===== config.mk =====
export PLATFORM = sky130hd
export DESIGN_NAME = spi_master_flat
export DESIGN_NICKNAME = d
export VERILOG_FILES = /design/src/rtl/spi_pkg.sv /design/src/rtl/spi_if.sv /design/src/rtl/spi_clk_gen.sv /design/src/rtl/spi_master.sv /design/src/flat_wrapper.sv
export SDC_FILE = /design/constraint.sdc
export NUM_CORES = 1
export LEC_CHECK = 0
export CORE_MARGIN = 1
export CORE_UTILIZATION = 55
export CTS_CLUSTER_SIZE = 12
export DETAILED_ROUTE_END_ITERATION = 10
export GPL_ROUTABILITY_DRIVEN = 0
export PLACE_DENSITY_LB_ADDON = 0.12
export SYNTH_ARGS = -nofsm -noshare
export SYNTH_HDL_FRONTEND = slang
export SYNTH_SLANG_ARGS = --single-unit

===== constraint.sdc =====
create_clock -name clk -period 6.75 [get_ports clk]
set_input_delay 1.35 -clock clk [delete_from_list [all_inputs] [get_ports clk]]
set_output_delay 1.35 -clock clk [all_outputs]
set_load 0.005 [all_outputs]

===== src/rtl/spi_pkg.sv =====
// spi_pkg -- shared definitions for the SPI master slice.
//   state_e      : frame sequencer state encoding
//   INIT_OPCODE  : opcode of the init frame queued by init_req / reset
//   INIT_FRAME   : full 32-bit init word {24'h0, INIT_OPCODE}
//   FRAME_BITS   : bits per SPI frame
//   WR_OK_BIT, RD_OK_BIT, PAYLOAD_LSB, PAYLOAD_W : layout of the MISO word
package spi_pkg;

  typedef enum logic [2:0] {
    IDLE,
    SETUP,
    SCK_LO,
    SCK_HI,
    HOLD,
    GAP
  } state_e;

  localparam logic [7:0]  INIT_OPCODE = 8'h01;
  localparam int          FRAME_BITS  = 32;
  localparam logic [31:0] INIT_FRAME  = {24'h000000, INIT_OPCODE};

  localparam int WR_OK_BIT   = 5;
  localparam int RD_OK_BIT   = 6;
  localparam int PAYLOAD_LSB = 7;
  localparam int PAYLOAD_W   = 24;

endpackage


===== src/rtl/spi_if.sv =====
// spi_if -- host-side request/response bundle of the SPI master.
//   tx_valid/tx_ready/tx_data : frame request handshake (tx_data[7:0] = opcode)
//   init_req                  : single-cycle pulse queueing an init frame
//   rx_valid                  : one-cycle pulse when a frame completes
//   rx_data/rx_payload        : raw MISO word and its payload field
//   rx_wr_ok/rx_rd_ok         : slave status bits of the last frame
//   busy                      : frame in progress (including inter-frame gap)
// Modports: master = host side, slave = SPI master block side.
interface spi_if;

  logic                                 tx_valid;
  logic                                 tx_ready;
  logic [spi_pkg::FRAME_BITS-1:0]       tx_data;
  logic                                 init_req;
  logic                                 rx_valid;
  logic [spi_pkg::FRAME_BITS-1:0]       rx_data;
  logic [spi_pkg::PAYLOAD_W-1:0]        rx_payload;
  logic                                 rx_wr_ok;
  logic                                 rx_rd_ok;
  logic                                 busy;

  modport master (
    output tx_valid, tx_data, init_req,
    input  tx_ready, rx_valid, rx_data, rx_payload, rx_wr_ok, rx_rd_ok, busy
  );

  modport slave (
    input  tx_valid, tx_data, init_req,
    output tx_ready, rx_valid, rx_data, rx_payload, rx_wr_ok, rx_rd_ok, busy
  );

endinterface


===== src/rtl/spi_clk_gen.sv =====
// spi_clk_gen -- SCK half-period generator.
//   clk, reset : system clock, synchronous active-high reset
//   en         : run the half-period counter; low forces SCK low and restarts
//   sck        : registered SPI clock (idles low)
//   rise/fall  : one-cycle strobes in the last cycle of a low/high half-period;
//                SCK changes level on the clock edge that ends that cycle
module spi_clk_gen #(
  parameter int CLK_DIV = 8
) (
  input  logic clk,
  input  logic reset,
  input  logic en,
  output logic sck,
  output logic rise,
  output logic fall
);

  logic [7:0] cnt_q;
  logic       sck_q;
  logic       half_done;

  assign half_done = en && (cnt_q == 8'(CLK_DIV - 1));
  assign rise      = half_done && !sck_q;
  assign fall      = half_done && sck_q;
  assign sck       = sck_q;

  always_ff @(posedge clk) begin
    if (reset || !en) begin
      cnt_q <= '0;
      sck_q <= 1'b0;
    end else if (half_done) begin
      cnt_q <= '0;
      sck_q <= ~sck_q;
    end else begin
      cnt_q <= cnt_q + 8'd1;
    end
  end

endmodule


===== src/rtl/spi_master.sv =====
// spi_master -- mode-0, LSB-first, 32-bit frame SPI master.
//   clk, reset : system clock, synchronous active-high reset
//   SPI_SCK    : SPI clock, idles low
//   SPI_SS     : slave select, active low
//   SPI_MOSI   : serial data out, frame bit 0 first
//   SPI_MISO   : serial data in (asynchronous, two-flop synchronised)
//   host       : spi_if.slave request/response bundle
// Frame: SS falls, SS_GUARD cycles of setup, 32 SCK pulses of 2*CLK_DIV cycles,
// SS_GUARD cycles of hold, SS rises, then an SS_GUARD-cycle gap. An init frame
// is pending out of reset and always wins over a host request.
module spi_master
  import spi_pkg::*;
#(
  parameter int CLK_DIV  = 8,
  parameter int SS_GUARD = 8
) (
  input  logic  clk,
  input  logic  reset,
  output logic  SPI_SCK,
  output logic  SPI_SS,
  output logic  SPI_MOSI,
  input  logic  SPI_MISO,
  spi_if.slave  host
);

  state_e                  state_q, state_n;
  logic                    ss_q, ss_n;
  logic [7:0]              gcnt_q;
  logic                    guard_done;
  logic [5:0]              bit_cnt_q;
  logic                    init_pend_q;
  logic [FRAME_BITS-1:0]   tx_sh_q;
  logic [FRAME_BITS-1:0]   rx_sh_q;
  logic [FRAME_BITS-1:0]   rx_data_q;
  logic                    rx_valid_q;
  logic                    miso_p0, miso_p1;
  logic                    sck_en, sck_rise, sck_fall, sck_int;
  logic                    start, start_init, tx_accept, cap_rx;
  logic [FRAME_BITS-1:0]   start_word;

  spi_clk_gen #(
    .CLK_DIV(CLK_DIV)
  ) u_clk_gen (
    .clk  (clk),
    .reset(reset),
    .en   (sck_en),
    .sck  (sck_int),
    .rise (sck_rise),
    .fall (sck_fall)
  );

  // A same-cycle init_req masks tx_ready so the host request is deferred
  // behind the init frame instead of racing it.
  assign host.tx_ready = (state_q == IDLE) && !init_pend_q && !host.init_req;
  assign tx_accept     = host.tx_ready && host.tx_valid;
  assign start_init    = (state_q == IDLE) && init_pend_q;
  assign start         = start_init || tx_accept;
  assign start_word    = start_init ? INIT_FRAME : host.tx_data;

  assign guard_done = (gcnt_q == 8'(SS_GUARD - 1));
  assign sck_en     = (state_q == SCK_LO) || (state_q == SCK_HI);
  // Received word is published on the first GAP cycle, one cycle after SS rises.
  assign cap_rx     = (state_q == GAP) && (gcnt_q == 8'd0);

  always_comb begin
    state_n = state_q;
    ss_n    = ss_q;
    unique case (state_q)
      IDLE: begin
        if (start) begin
          state_n = SETUP;
          ss_n    = 1'b0;
        end
      end
      SETUP: begin
        if (guard_done) state_n = SCK_LO;
      end
      SCK_LO: begin
        if (sck_rise) state_n = SCK_HI;
      end
      SCK_HI: begin
        // Last falling edge goes straight to HOLD: no 33rd pulse.
        if (sck_fall) begin
          state_n = (bit_cnt_q == 6'(FRAME_BITS - 1)) ? HOLD : SCK_LO;
        end
      end
      HOLD: begin
        if (guard_done) begin
          state_n = GAP;
          ss_n    = 1'b1;
        end
      end
      GAP: begin
        if (guard_done) state_n = IDLE;
      end
      default: begin
        state_n = IDLE;
        ss_n    = 1'b1;
      end
    endcase
  end

  always_ff @(posedge clk) begin
    if (reset) begin
      state_q <= IDLE;
      ss_q    <= 1'b1;
    end else begin
      state_q <= state_n;
      ss_q    <= ss_n;
    end
  end

  always_ff @(posedge clk) begin
    if (reset) begin
      gcnt_q      <= '0;
      bit_cnt_q   <= '0;
      init_pend_q <= 1'b1;
      rx_valid_q  <= 1'b0;
      rx_data_q   <= '0;
      tx_sh_q     <= '0;
    end else begin
      if (state_n != state_q) begin
        gcnt_q <= '0;
      end else if ((state_q == SETUP) || (state_q == HOLD) || (state_q == GAP)) begin
        gcnt_q <= gcnt_q + 8'd1;
      end

      if (start) begin
        bit_cnt_q <= '0;
      end else if (sck_fall) begin
        bit_cnt_q <= bit_cnt_q + 6'd1;
      end

      // One-deep pending flag: pulses merge; a pulse on the service cycle
      // re-arms it.
      if (start_init) begin
        init_pend_q <= host.init_req;
      end else begin
        init_pend_q <= init_pend_q || host.init_req;
      end

      // MOSI is tx_sh_q[0]; shifting on each falling edge presents bit k+1.
      if (start) begin
        tx_sh_q <= start_word;
      end else if (sck_fall) begin
        tx_sh_q <= {1'b0, tx_sh_q[FRAME_BITS-1:1]};
      end

      rx_valid_q <= cap_rx;
      if (cap_rx) rx_data_q <= rx_sh_q;
    end
  end

  // MISO synchroniser: p0 -> p1
  always_ff @(posedge clk) begin
    miso_p0 <= SPI_MISO;
    miso_p1 <= miso_p0;
  end

  // Receive shift: bit k lands in position k after 32 falling edges.
  always_ff @(posedge clk) begin
    if (sck_fall) rx_sh_q <= {miso_p1, rx_sh_q[FRAME_BITS-1:1]};
  end

  assign SPI_SCK  = sck_int;
  assign SPI_SS   = ss_q;
  assign SPI_MOSI = tx_sh_q[0];

  assign host.busy       = (state_q != IDLE);
  assign host.rx_valid   = rx_valid_q;
  assign host.rx_data    = rx_data_q;
  assign host.rx_payload = rx_data_q[PAYLOAD_LSB +: PAYLOAD_W];
  assign host.rx_wr_ok   = rx_data_q[WR_OK_BIT];
  assign host.rx_rd_ok   = rx_data_q[RD_OK_BIT];

endmodule


===== src/flat_wrapper.sv =====
// flat-port wrapper written by rule: the top's interface ports become plain ports
module spi_master_flat import spi_pkg::*;
#(
  parameter int CLK_DIV  = 8,
  parameter int SS_GUARD = 8
)
  (clk, reset, SPI_SCK, SPI_SS, SPI_MOSI, SPI_MISO, host_tx_valid, host_tx_data, host_init_req, host_tx_ready, host_rx_valid, host_rx_data, host_rx_payload, host_rx_wr_ok, host_rx_rd_ok, host_busy);
  spi_if host_i ();
  input  logic clk;
  input  logic reset;
  output logic SPI_SCK;
  output logic SPI_SS;
  output logic SPI_MOSI;
  input  logic SPI_MISO;
  input wire logic [$bits(host_i.tx_valid)-1:0] host_tx_valid;
  input wire logic [$bits(host_i.tx_data)-1:0] host_tx_data;
  input wire logic [$bits(host_i.init_req)-1:0] host_init_req;
  output wire logic [$bits(host_i.tx_ready)-1:0] host_tx_ready;
  output wire logic [$bits(host_i.rx_valid)-1:0] host_rx_valid;
  output wire logic [$bits(host_i.rx_data)-1:0] host_rx_data;
  output wire logic [$bits(host_i.rx_payload)-1:0] host_rx_payload;
  output wire logic [$bits(host_i.rx_wr_ok)-1:0] host_rx_wr_ok;
  output wire logic [$bits(host_i.rx_rd_ok)-1:0] host_rx_rd_ok;
  output wire logic [$bits(host_i.busy)-1:0] host_busy;
  assign host_i.tx_valid = host_tx_valid;
  assign host_i.tx_data = host_tx_data;
  assign host_i.init_req = host_init_req;
  assign host_tx_ready = host_i.tx_ready;
  assign host_rx_valid = host_i.rx_valid;
  assign host_rx_data = host_i.rx_data;
  assign host_rx_payload = host_i.rx_payload;
  assign host_rx_wr_ok = host_i.rx_wr_ok;
  assign host_rx_rd_ok = host_i.rx_rd_ok;
  assign host_busy = host_i.busy;
  spi_master #(.CLK_DIV(CLK_DIV), .SS_GUARD(SS_GUARD)) u_core (.clk(clk), .reset(reset), .SPI_SCK(SPI_SCK), .SPI_SS(SPI_SS), .SPI_MOSI(SPI_MOSI), .SPI_MISO(SPI_MISO), .host(host_i));
endmodule

; ---- Yosys cells after proc, flatten, opt, wreduce, memory -nomap -nowiden
; Index checks and enable logic that the tools add are counted.
[totals]
word_cells = 71
reg_bits = 127
latchBits = 0
ram_bits = 0
rom_bits = 0
mem_count = 0
out_inout_bits = 64
[op_classes]
muxes = 15
order_cmp = 0
n_mul = 0
n_shift = 0
n_reduce_logical = 27
bitwise = 2
div = 0
add_sub_neg = 3
eq_ne = 11
[op_table]
columns = cell, count
row1 = $mux 32, 3
row2 = $mux 3, 7
row3 = $pmux 3 s6, 1
row4 = $add 8x1->8 const B, 2
row5 = $eq 8x3->1 const B, 2
row6 = $logic_and 1x1->1, 8
row7 = $logic_not 8->1, 1
row8 = $add 6x1->6 const B, 1
row9 = $eq 3x2->1 const B, 2
row10 = $eq 3x3->1 const B, 2
row11 = $eq 6x5->1 const B, 1
row12 = $logic_or 1x1->1, 6
row13 = $reduce_or 2->1, 3
row14 = $logic_not 1->1, 4
row15 = $ne 2x1->1 const B, 2
row16 = $reduce_or 4->1, 1
row17 = $eq 3x1->1 const B, 1
row18 = $logic_not 3->1, 1
row19 = $mux 1, 3
row20 = $ne 3x3->1, 1
row21 = $pmux 1 s3, 1
row22 = $reduce_and 3->1, 1
row23 = $reduce_bool 3->1, 1
row24 = $not 1->1, 2
row25 = $reduce_bool 2->1, 1

; ---- Logic depth before layout (Yosys ltp)
; Gate-level depths: netlist (run 1).
[logic_depth]
depth_word = 9
mapped_depth = 8

; ---- By module
; Synthesis (run 1) repeated with hierarchy kept, for this count alone.
[hier_totals]
cells_unflattened = 533
hier_area_um2 = 5398.9
[by_module_without_submodules]
columns = mod, area_per_inst_um2, seq_area_each_um2, instances, cells_each
row1 = spi_master, 5006.1, 2682.6, 1, 488
row2 = spi_clk_gen, 392.9, 180.2, 1, 45

; ---- Worst setup path after synthesis (run 1)
; No wires, ideal clock.
[synth_path]
path_kind = input to output
startpoint = input port host_init_req
endpoint = output port host_tx_ready
path_stages = 1
arrival_time_ns = 1.542
n_path_buf = 0
setup_slack_ns = 3.858
path_cell_list = nor3_1
[synth_via]
elab_chain_len = 2
[synth_lines]
columns = item, line_no
row1 = start: declaration, flat_wrapper.sv:17  ; input wire logic [$bits(host_i.init_req)-1:0] host_init_req;
row2 = $logic_not 1->1, spi_master.sv:54  ; assign host.tx_ready = (state_q == IDLE) && !init_pend_q && !host.init_req;
row3 = $logic_and 1x1->1, spi_master.sv:54
row4 = end: declaration, flat_wrapper.sv:18  ; output wire logic [$bits(host_i.tx_ready)-1:0] host_tx_ready;
; Every way passes these cells.

; ---- Final worst setup path (run 1)
; Ends and elaborated chain as after synthesis.

==> results of run 1 <==
-- path summary, 6_finish.rpt --
kind,from,endpoint,slack (ns)
max,host_init_req,host_tx_ready,2.91
min,u_core.miso_p0,u_core.miso_p1,0.33
max reg2reg,u_core.u_clk_gen.cnt_q[0],u_core.tx_sh_q[29],4.04
min reg2reg,u_core.miso_p0,u_core.miso_p1,0.33
-- worst reg2reg max path, delay by kind of cell, from the launching register on --
kind / cells / cell delay (ns)
and+or+nand+nor: 3 / 1.69
AOI/OAI and AO/OA: 1 / 0.28
DFF: 1 / 0.39
adders and majority gates: 1 / 0.26
-- cell usage after synthesis (2+ instances only) --
master    count  share of area (%)
nand2b_1      4               0.46
mux2i_1      35                6.5
edfxtp_1     32                 18
or3_1         4               0.46
inv_1         8               0.55
and4_1        2               0.32
a31oi_1       3               0.35
a21oi_1       4               0.37
nand2_1       5               0.35
or2_2         2               0.23
o21bai_1      2               0.28
nor4_1        3               0.35
nor2_1       48                3.3
xor2_1       11                1.8
buf_6         7                1.5
clkbuf_1     13               0.90
buf_2        12                1.1
xnor2_1       6               0.97
buf_4        30                4.2
dfxtp_1      95                 35
a22oi_1      13                1.8
o21ai_0       2               0.18
and3_1        4               0.46
a22oi_2      17                3.9
nor3_1       40                3.7
ha_1          4               0.92
a211oi_1     11                1.5
a221o_1       2               0.37
a211oi_2     20                4.6
and4b_1       2               0.37
nand3_1      10               0.92
nand4_1       7               0.81
-- layout by cell type (no fill, tap or decap), types with 2 or more instances in the layout --
master,Yosys,routed
nor4_1,3,3
inv_6,0,4
mux2i_1,35,35
inv_1,8,8
clkbuf_16,0,16
and4_1,2,2
a22oi_1,13,13
a31oi_1,3,3
ha_1,4,4
and3_1,4,4
o21ai_0,2,2
nand3_1,10,10
or3_1,4,4
xor2_1,11,11
a21oi_1,4,4
bufinv_16,0,2
clkinvlp_4,0,4
a221o_1,2,2
a22oi_2,17,17
or2_2,2,2
nand4_1,7,7
o21bai_1,2,2
xnor2_1,6,6
nor2_1,48,48
nand2_1,5,5
clkinv_4,0,2
clkdlybuf4s50_1,0,99
nor3_1,40,40
a211oi_1,11,11
buf_4,30,7
dfxtp_1,95,95
edfxtp_1,32,32
nand2b_1,4,4
a211oi_2,20,20
and4b_1,2,2
-- kinds of logic (layout without fill, tap and decap cells) --
group | after synthesis | count (layout)
AND/OR/NAND/NOR | 144 | 144
flip-flops | 127 | 127
AO/OA/AOI/OAI | 82 | 82
buffers and inverters | 71 | 147
multiplexers | 35 | 35
XOR/XNOR | 17 | 17
adder cells (fa/ha/maj) | 4 | 4
-- metal layers --
metal  share of wire [%]  track usage (%)  wire length, um  vias to the layer above
li1                    -                -                -                     1857
met2                  49             33.9             5170                       95
met5                   0                0                0                        -
met1                  45             28.7             4800                     1823
met3                 5.3             6.35              561                        4
met4                0.50             7.58               53                        0
-- registers in the layout, summed over array words and instances (netlist names) --
name                    cells
u_core.miso_p1              1
u_core.host.rx_valid        1
u_core.rx_sh_q             32
u_core.tx_sh_q             32
u_core.u_clk_gen.cnt_q      8
u_core.host.rx_data        32
u_core.u_clk_gen.sck        1
u_core.miso_p0              1
u_core.bit_cnt_q            6
u_core.init_pend_q          1
u_core.state_q              3
u_core.gcnt_q               8
u_core.SPI_SS               1
-- power by group --
group	internal, mW	switching, mW
logic	0.0632	0.0697
clock network	0.532	0.343
registers	0.799	0.0152
total	1.39	0.428
-- stage by stage --
step / instance area (um^2) / hold WS, ns
after detailed placement: 6220 / 0.316
after global placement: 6220 / 0.313
after global routing: 6800 / 0.335
final: 6800 / 0.329
after floorplan: 5430 / 0.310
after CTS: 6800 / 0.331
-- final cells by class --
type | count | area (um^2)
Clock buffer | 18 | 418
Clock inverter | 14 | 159
Fill cell | 680 | 2620
Inverter | 8 | 30.0
Multi-Input combinational cell | 282 | 2120
Sequential cell | 127 | 2860
Tap cell | 129 | 161
Timing Repair Buffer | 107 | 1050
==> impl_metrics.json, run 1 <==
{
  "postCtsSetupRepairBufs": 0,
  "die_area_um2": 10300,
  "chipHeight_um": 101,
  "cts-root-buf": "clkbuf_8",
  "min_period_over_period_pct": 56.9,
  "crit_required_ns": 5.40,
  "arrival_ns": 2.49,
  "syn_avg_cell_area_um2": 11.3,
  "synth_seq_area_share_pct": 52.8,
  "total_power_mw": 1.82,
  "post_drt_via_cell_ratio": 5.52,
  "post_cts_resize_count": 0,
  "synth_simple_gate_area_share_pct": 14.2,
  "cp.buffers_inverters": 2,
  "clk_pin_slew_worst_paths_ns": 0.06,
  "nets": 584,
  "crit_family": "buffers and inverters",
  "fin_util_pct": 72.2,
  "rsz0062_at_grt": "no",
  "hold_buffers": 0,
  "synthMuxAreaShare_pct": 6.46,
  "drv_cap": 0,
  "pre_cts_ws_ns": 2.90,
  "maxSlewHeadroom_pct": 22.4,
  "synth-xor-area-share_pct": 2.74,
  "grt_util_all_layers_pct": 21.7,
  "synth_compound_area_share_pct": 14.7,
  "path_max_fanout": 3,
  "post-route-drc-count": 0,
  "overflow": 0,
  "port_buffers": 100,
  "critPathMostFrequentCell": "clkdlybuf4s50_1",
  "cts_sinks": 127,
  "firstDrtPassIters": 4,
  "antenna_found_initial": 0,
  "skew_ns": 0.0105,
  "setup_viol": 0,
  "cts_made_buffers": 17,
  "drt_iter0_markers": 145,
  "clockBufferDepth": 2,
  "setup_tns_ns": 0,
  "power.density_nw_per_um2": 268,
  "num_rows": 35,
  "slowest_stage": "clkdlybuf4s50_1",
  "htreeDepth": 4,
  "place_inst": 653,
  "ys_warn_count": 0,
  "r2r_cells": 5,
  "fmax_mhz": 260,
  "wirelength_um": 10600,
  "ys_seq_elements": 127,
  "cp.depth": 3,
  "synth-adder-area-share_pct": 0.922,
  "num_antenna_cells": 0,
  "area_growth_pct": 25.2,
  "insertion_delay_ns": 0.50,
  "ios": 101,
  "p_leak_nw": 2.50,
  "syn_nets": 521,
  "syn-instance-count": 480,
  "hpwl_um": 6410,
  "initial_core_util_pct": 57.6,
  "hold_depth": 0,
  "drive_gt1_share_pct": 15.5,
  "synthFlopType": "dfxtp_1",
  "hold_class": "reg2reg",
  "cts_tree": "done",
  "stdcell_count": 685,
  "ys_async_sr_fraction_pct": 0,
  "slew_viol_final": 0,
  "crit_type": "in2out",
  "max_stage_delay_ns": 0.52,
  "peakVddDrop_mv": 0.274,
  "routedWlPerCell_um": 15.4,
  "status": "finished, final reports clean",
  "synthDistinctLibCells": 54,
  "path_cells": "clkdlybuf4s50_1, nor3_1, clkdlybuf4s50_1",
  "grt_pass1_vias": 3583,
  "synth_edf_count": 32,
  "layout_setup_ws_ns": 2.91,
  "die_w_um": 101,
  "tightest_slew_ns": 1.16,
  "num_vias": 3779,
  "end_kind": "output pin",
  "ant_nets": 0,
  "hold_violations": 0,
  "grt_pass1_wl_um": 17200,
  "grt_max_degree": 76,
  "synth_top_family_by_area": "compound AO/OA/AOI/OAI gates",
  "core_um2": 9420,
  "period_needed_ns": 3.84,
  "netlist_area_um2": 5430,
  "cp-start-kind": "input pin"
}
Power figures use the tool's default switching activity.
==> run 2, diff against run 1 <==
--- a/config.mk
+++ b/config.mk
@@ -6,7 +6,7 @@
 export NUM_CORES = 1
 export LEC_CHECK = 0
 export CORE_MARGIN = 1
-export CORE_UTILIZATION = 55
+export CORE_UTILIZATION = 47
 export CTS_CLUSTER_SIZE = 12
 export DETAILED_ROUTE_END_ITERATION = 10
 export GPL_ROUTABILITY_DRIVEN = 0
==> constraint.sdc (replaced) <==
create_clock -name clk -period 3.33 [get_ports clk]
set_input_delay 0.666 -clock clk [delete_from_list [all_inputs] [get_ports clk]]
set_output_delay 0.666 -clock clk [all_outputs]
set_load 0.005 [all_outputs]
==> impl_metrics.json, run 2 (synthesis gave the netlist of run 1 again) <==
{
  "status": "finished, final reports clean",
  "clk_pin_slew_worst_paths_ns": 0.06,
  "grt_pass1_vias": 3608,
  "initial_core_util_pct": 49.2,
  "hold_violations": 0,
  "wirelength_um": 10800,
  "arrival_ns": 2.03,
  "place_area_um2": 6270,
  "tightest_slew_ns": 0.666,
  "num_vias": 3765,
  "hpwl_um": 6790,
  "crit_type": "reg2out",
  "crit_required_ns": 2.66,
  "num_rows": 38,
  "final_cell_mix": "clkdlybuf4s50_1, dfxtp_1, nor2_1, nor3_1, mux2i_1",
  "stdcell_count": 699,
  "setup_tns_ns": 0,
  "nets": 587,
  "hp-start": "u_core.miso_p0",
  "p_leak_nw": 2.57,
  "hold_class": "reg2reg",
  "ant_nets": 0,
  "post_cts_resize_count": 0,
  "pre_cts_ws_ns": 0.811,
  "cts-root-buf": "clkbuf_16",
  "cts_sinks": 127,
  "routedWlPerCell_um": 15.4,
  "ios": 101,
  "slew_viol_final": 0,
  "insertion_delay_ns": 0.41,
  "grt_pass1_wl_um": 17300,
  "core_um2": 11000,
  "chipHeight_um": 109,
  "grt_max_degree": 44,
  "cts_made_buffers": 17,
  "grt_util_all_layers_pct": 18.9,
  "die_area_um2": 12000,
  "place_inst": 667,
  "maxSlewHeadroom_pct": 55.6,
  "startpoint": "u_core.state_q[1]",
  "firstDrtPassIters": 4,
  "fin_area_um2": 6930,
  "cp-start-kind": "flop",
  "drt_iter0_markers": 184,
  "final_common_cell": "clkdlybuf4s50_1",
  "htreeDepth": 4,
  "area_growth_pct": 27.6,
  "cts_tree": "done",
  "rsz0062_at_grt": "no",
  "antenna_found_initial": 0,
  "drv_cap": 0,
  "num_antenna_cells": 0,
  "min_period_over_period_pct": 80.8,
  "die_w_um": 109,
  "setup_viol": 0,
  "skew_ns": 0.00821,
  "hold_buffers": 0,
  "whs_ns": 0.338,
  "overflow": 0,
  "fmax_mhz": 372,
  "r2r_start": "u_core.u_clk_gen.cnt_q[0]",
  "postCtsSetupRepairBufs": 0,
  "clockBufferDepth": 2,
  "port_buffers": 100,
  "drive_gt1_share_pct": 15.9,
  "end_kind": "output pin",
  "path_max_fanout": 11,
  "layout_setup_ws_ns": 0.639,
  "peakVddDrop_mv": 0.389,
  "period_needed_ns": 2.69,
  "post_drt_via_cell_ratio": 5.39,
  "post-route-drc-count": 0,
  "power.density_nw_per_um2": 573
}
[run 2: layout make-up]
| class | count | area [um^2] |
|---|---|---|
| fillers | 908 | 4110 |
| flip-flops and latches | 127 | 2860 |
| multi-input cells | 282 | 2120 |
| repair buffers | 110 | 1080 |
| clock buffers | 18 | 429 |
| clock inverters | 14 | 228 |
| well taps | 140 | 175 |
| inverters | 8 | 30.0 |
[run 2: where the power goes]
part	switching [mW]	internal, mW	total (mW)
sequential	0.0316	1.62	1.65
clock	0.694	1.35	2.04
combinational	0.142	0.133	0.275
total	0.867	3.10	3.97
[run 2: layer usage]
metal  GRT usage, %  vias up  part of all wire (%)
li1               -     1861                     -
met1           24.6     1825                    46
met2           30.4       73                    49
met3           4.39        6                   3.5
met4           7.14        0                  0.74
met5              0        -                     0
[run 2: worst max-delay path, stage by stage (launching register included)]
cell and delay, ns:
dfxtp_1 0.39, or3_1 0.53, nor3_1 0.18, clkdlybuf4s50_1 0.52
[run 2: final timing paths]
path | endpoint | slack, ns | depth (start not counted)
hold reg to reg | u_core.miso_p1 | 0.34 | 0
setup / recovery | host_tx_ready | 0.64 | 3
hold / removal | u_core.miso_p1 | 0.34 | 0
setup reg to reg | u_core.rx_sh_q[3] | 1.03 | 5
[run 2: through the flow]
step	util (%)	total power [mW]
floorplan	-	1.88
global placement	56.8	1.95
detailed placement	56.8	1.96
CTS	62.8	4.01
global route	62.8	4.10
finish	62.8	3.97
==> run 3, diff against run 2 <==
==> constraint.sdc (replaced) <==
create_clock -name clk -period 2.4 [get_ports clk]
set_input_delay 0.48 -clock clk [delete_from_list [all_inputs] [get_ports clk]]
set_output_delay 0.48 -clock clk [all_outputs]
set_load 0.005 [all_outputs]
==> impl_metrics.json, run 3 (synthesis gave the netlist of run 1 again) <==
{
  "peakVddDrop_mv": 0.606,
  "power.density_nw_per_um2": 766,
  "skew_ns": 0.0102,
  "post-route-drc-count": 0,
  "cts_made_buffers": 17,
  "die_w_um": 109,
  "area_growth_pct": 28.7,
  "period_needed_ns": 2.33,
  "crit_type": "reg2out",
  "num_antenna_cells": 0,
  "hpwl_um": 6810,
  "max_stage_delay_ns": 0.51,
  "path_max_fanout": 10,
  "grt_pass1_vias": 3650,
  "ant_nets": 0,
  "r2r_cells": 5,
  "setup_viol": 0,
  "met2_length_um": 5110,
  "hold_class": "reg2reg",
  "core_um2": 11000,
  "hold_violations": 0,
  "antenna_found_initial": 0,
  "fmax_mhz": 430,
  "rsz0062_at_grt": "no",
  "p_leak_nw": 2.57,
  "post_drt_via_cell_ratio": 5.40,
  "port_buffers": 100,
  "clockBufferDepth": 2,
  "num_vias": 3774,
  "multi_input_area_um2": 2130,
  "postCtsSetupRepairBufs": 0,
  "firstDrtPassIters": 4,
  "cts_sinks": 127,
  "topRoutingLayerUsed": "met4",
  "htreeDepth": 4,
  "status": "finished, final reports clean",
  "hold_buffers": 0,
  "r2r_start": "u_core.u_clk_gen.cnt_q[0]",
  "arrival_ns": 1.85,
  "place_inst": 668,
  "cp-start-kind": "flop",
  "path_cells": "or3_4, nor3_2, clkdlybuf4s50_1",
  "r2r-end": "u_core.gcnt_q[0]",
  "slowest_stage": "clkdlybuf4s50_1",
  "grt_util_all_layers_pct": 18.8,
  "die_area_um2": 12000,
  "end_kind": "output pin",
  "chipHeight_um": 109,
  "min_period_over_period_pct": 97.0,
  "drv_cap": 0,
  "fin_util_pct": 63.3,
  "hold_depth": 0,
  "insertion_delay_ns": 0.40,
  "min_to": "u_core.miso_p1",
  "routedWlPerCell_um": 15.4,
  "setup_tns_ns": 0,
  "met1_length_um": 5120,
  "grt_pass1_wl_um": 17500,
  "nets": 588,
  "grt_max_degree": 62,
  "cts-root-buf": "clkbuf_16",
  "fill_cells": 888,
  "tightest_slew_ns": 0.536,
  "final_common_cell": "clkdlybuf4s50_1",
  "stdcell_count": 699,
  "wirelength_um": 10800,
  "slew_viol_final": 0,
  "drive_gt1_share_pct": 16.8,
  "whs_ns": 0.343,
  "initial_core_util_pct": 49.2,
  "met3_length_um": 483,
  "r2r_slack_ns": 0.25,
  "clk_pin_slew_worst_paths_ns": 0.06,
  "maxSlewHeadroom_pct": 64.1,
  "hp-start": "u_core.miso_p0",
  "ios": 101,
  "crit_required_ns": 1.92,
  "drt_iter0_markers": 209,
  "regArea_um2": 2870,
  "num_rows": 38,
  "final_cell_mix": "clkdlybuf4s50_1, dfxtp_1, nor2_1, nor3_1, mux2i_1",
  "overflow": 0,
  "cts_tree": "done"
}
run 3: layer usage:
layer,global-route usage (%),vias to the layer above
met4,6.00,0
met1,24.7,1813
met5,0,-
met2,30.9,94
met3,4.33,6
li1,-,1861
run 3: what timing repair did:
| item | 4_1_cts | 5_1_grt |
|---|---|---|
| resized for setup | 3 | 2 |
| setup endpoints to repair | 1 | 1 |
| pin swaps | 0 | 1 |
run 3: final cells by class:
| type | count | area share [%] |
|---|---|---|
| inverter | 8 | 0.430 |
| clock buffer | 18 | 6.15 |
| tap | 140 | 2.51 |
| sequential | 127 | 41.1 |
| clock inverter | 13 | 2.69 |
| multi-input combinational | 282 | 30.5 |
| timing repair buffer | 111 | 16.7 |
run 3: power by group:
| group | internal (mW) | switching (mW) |
|---|---|---|
| Combinational | 0.197 | 0.199 |
| Clock | 1.74 | 0.924 |
| Sequential | 2.25 | 0.0429 |
run 3: worst max path at each step:
stage	startpoint	end	slack, ns	cells after the start
global placement	u_core.u_clk_gen.cnt_q[0]	u_core.gcnt_q[4]	0.26	5
finish	u_core.state_q[2]	host_tx_ready	0.07	3
CTS	u_core.state_q[0]	host_tx_ready	0.006	3
floorplan	u_core.u_clk_gen.cnt_q[0]	u_core.rx_sh_q[0]	0.15	4
global route	u_core.state_q[2]	host_tx_ready	0.005	3
detailed placement	host_init_req	u_core.tx_sh_q[24]	0.24	6
run 3: critical path: cells and delay by family (launching register included):
kind | cells | cell delay (ns)
DFF | 1 | 0.36
buffers and inverters | 1 | 0.51
and+or+nand+nor | 2 | 0.57
run 3: metrics by stage:
stage | total power [mW] | setup slack, ns | area, um^2
floorplan | 2.60 | 0.147 | 5430
global placement | 2.72 | 0.260 | 6350
detailed placement | 2.73 | 0.236 | 6350
CTS | 5.40 | 0.00637 | 6980
global route | 5.54 | 0.00462 | 6980
finish | 5.35 | 0.0729 | 6980
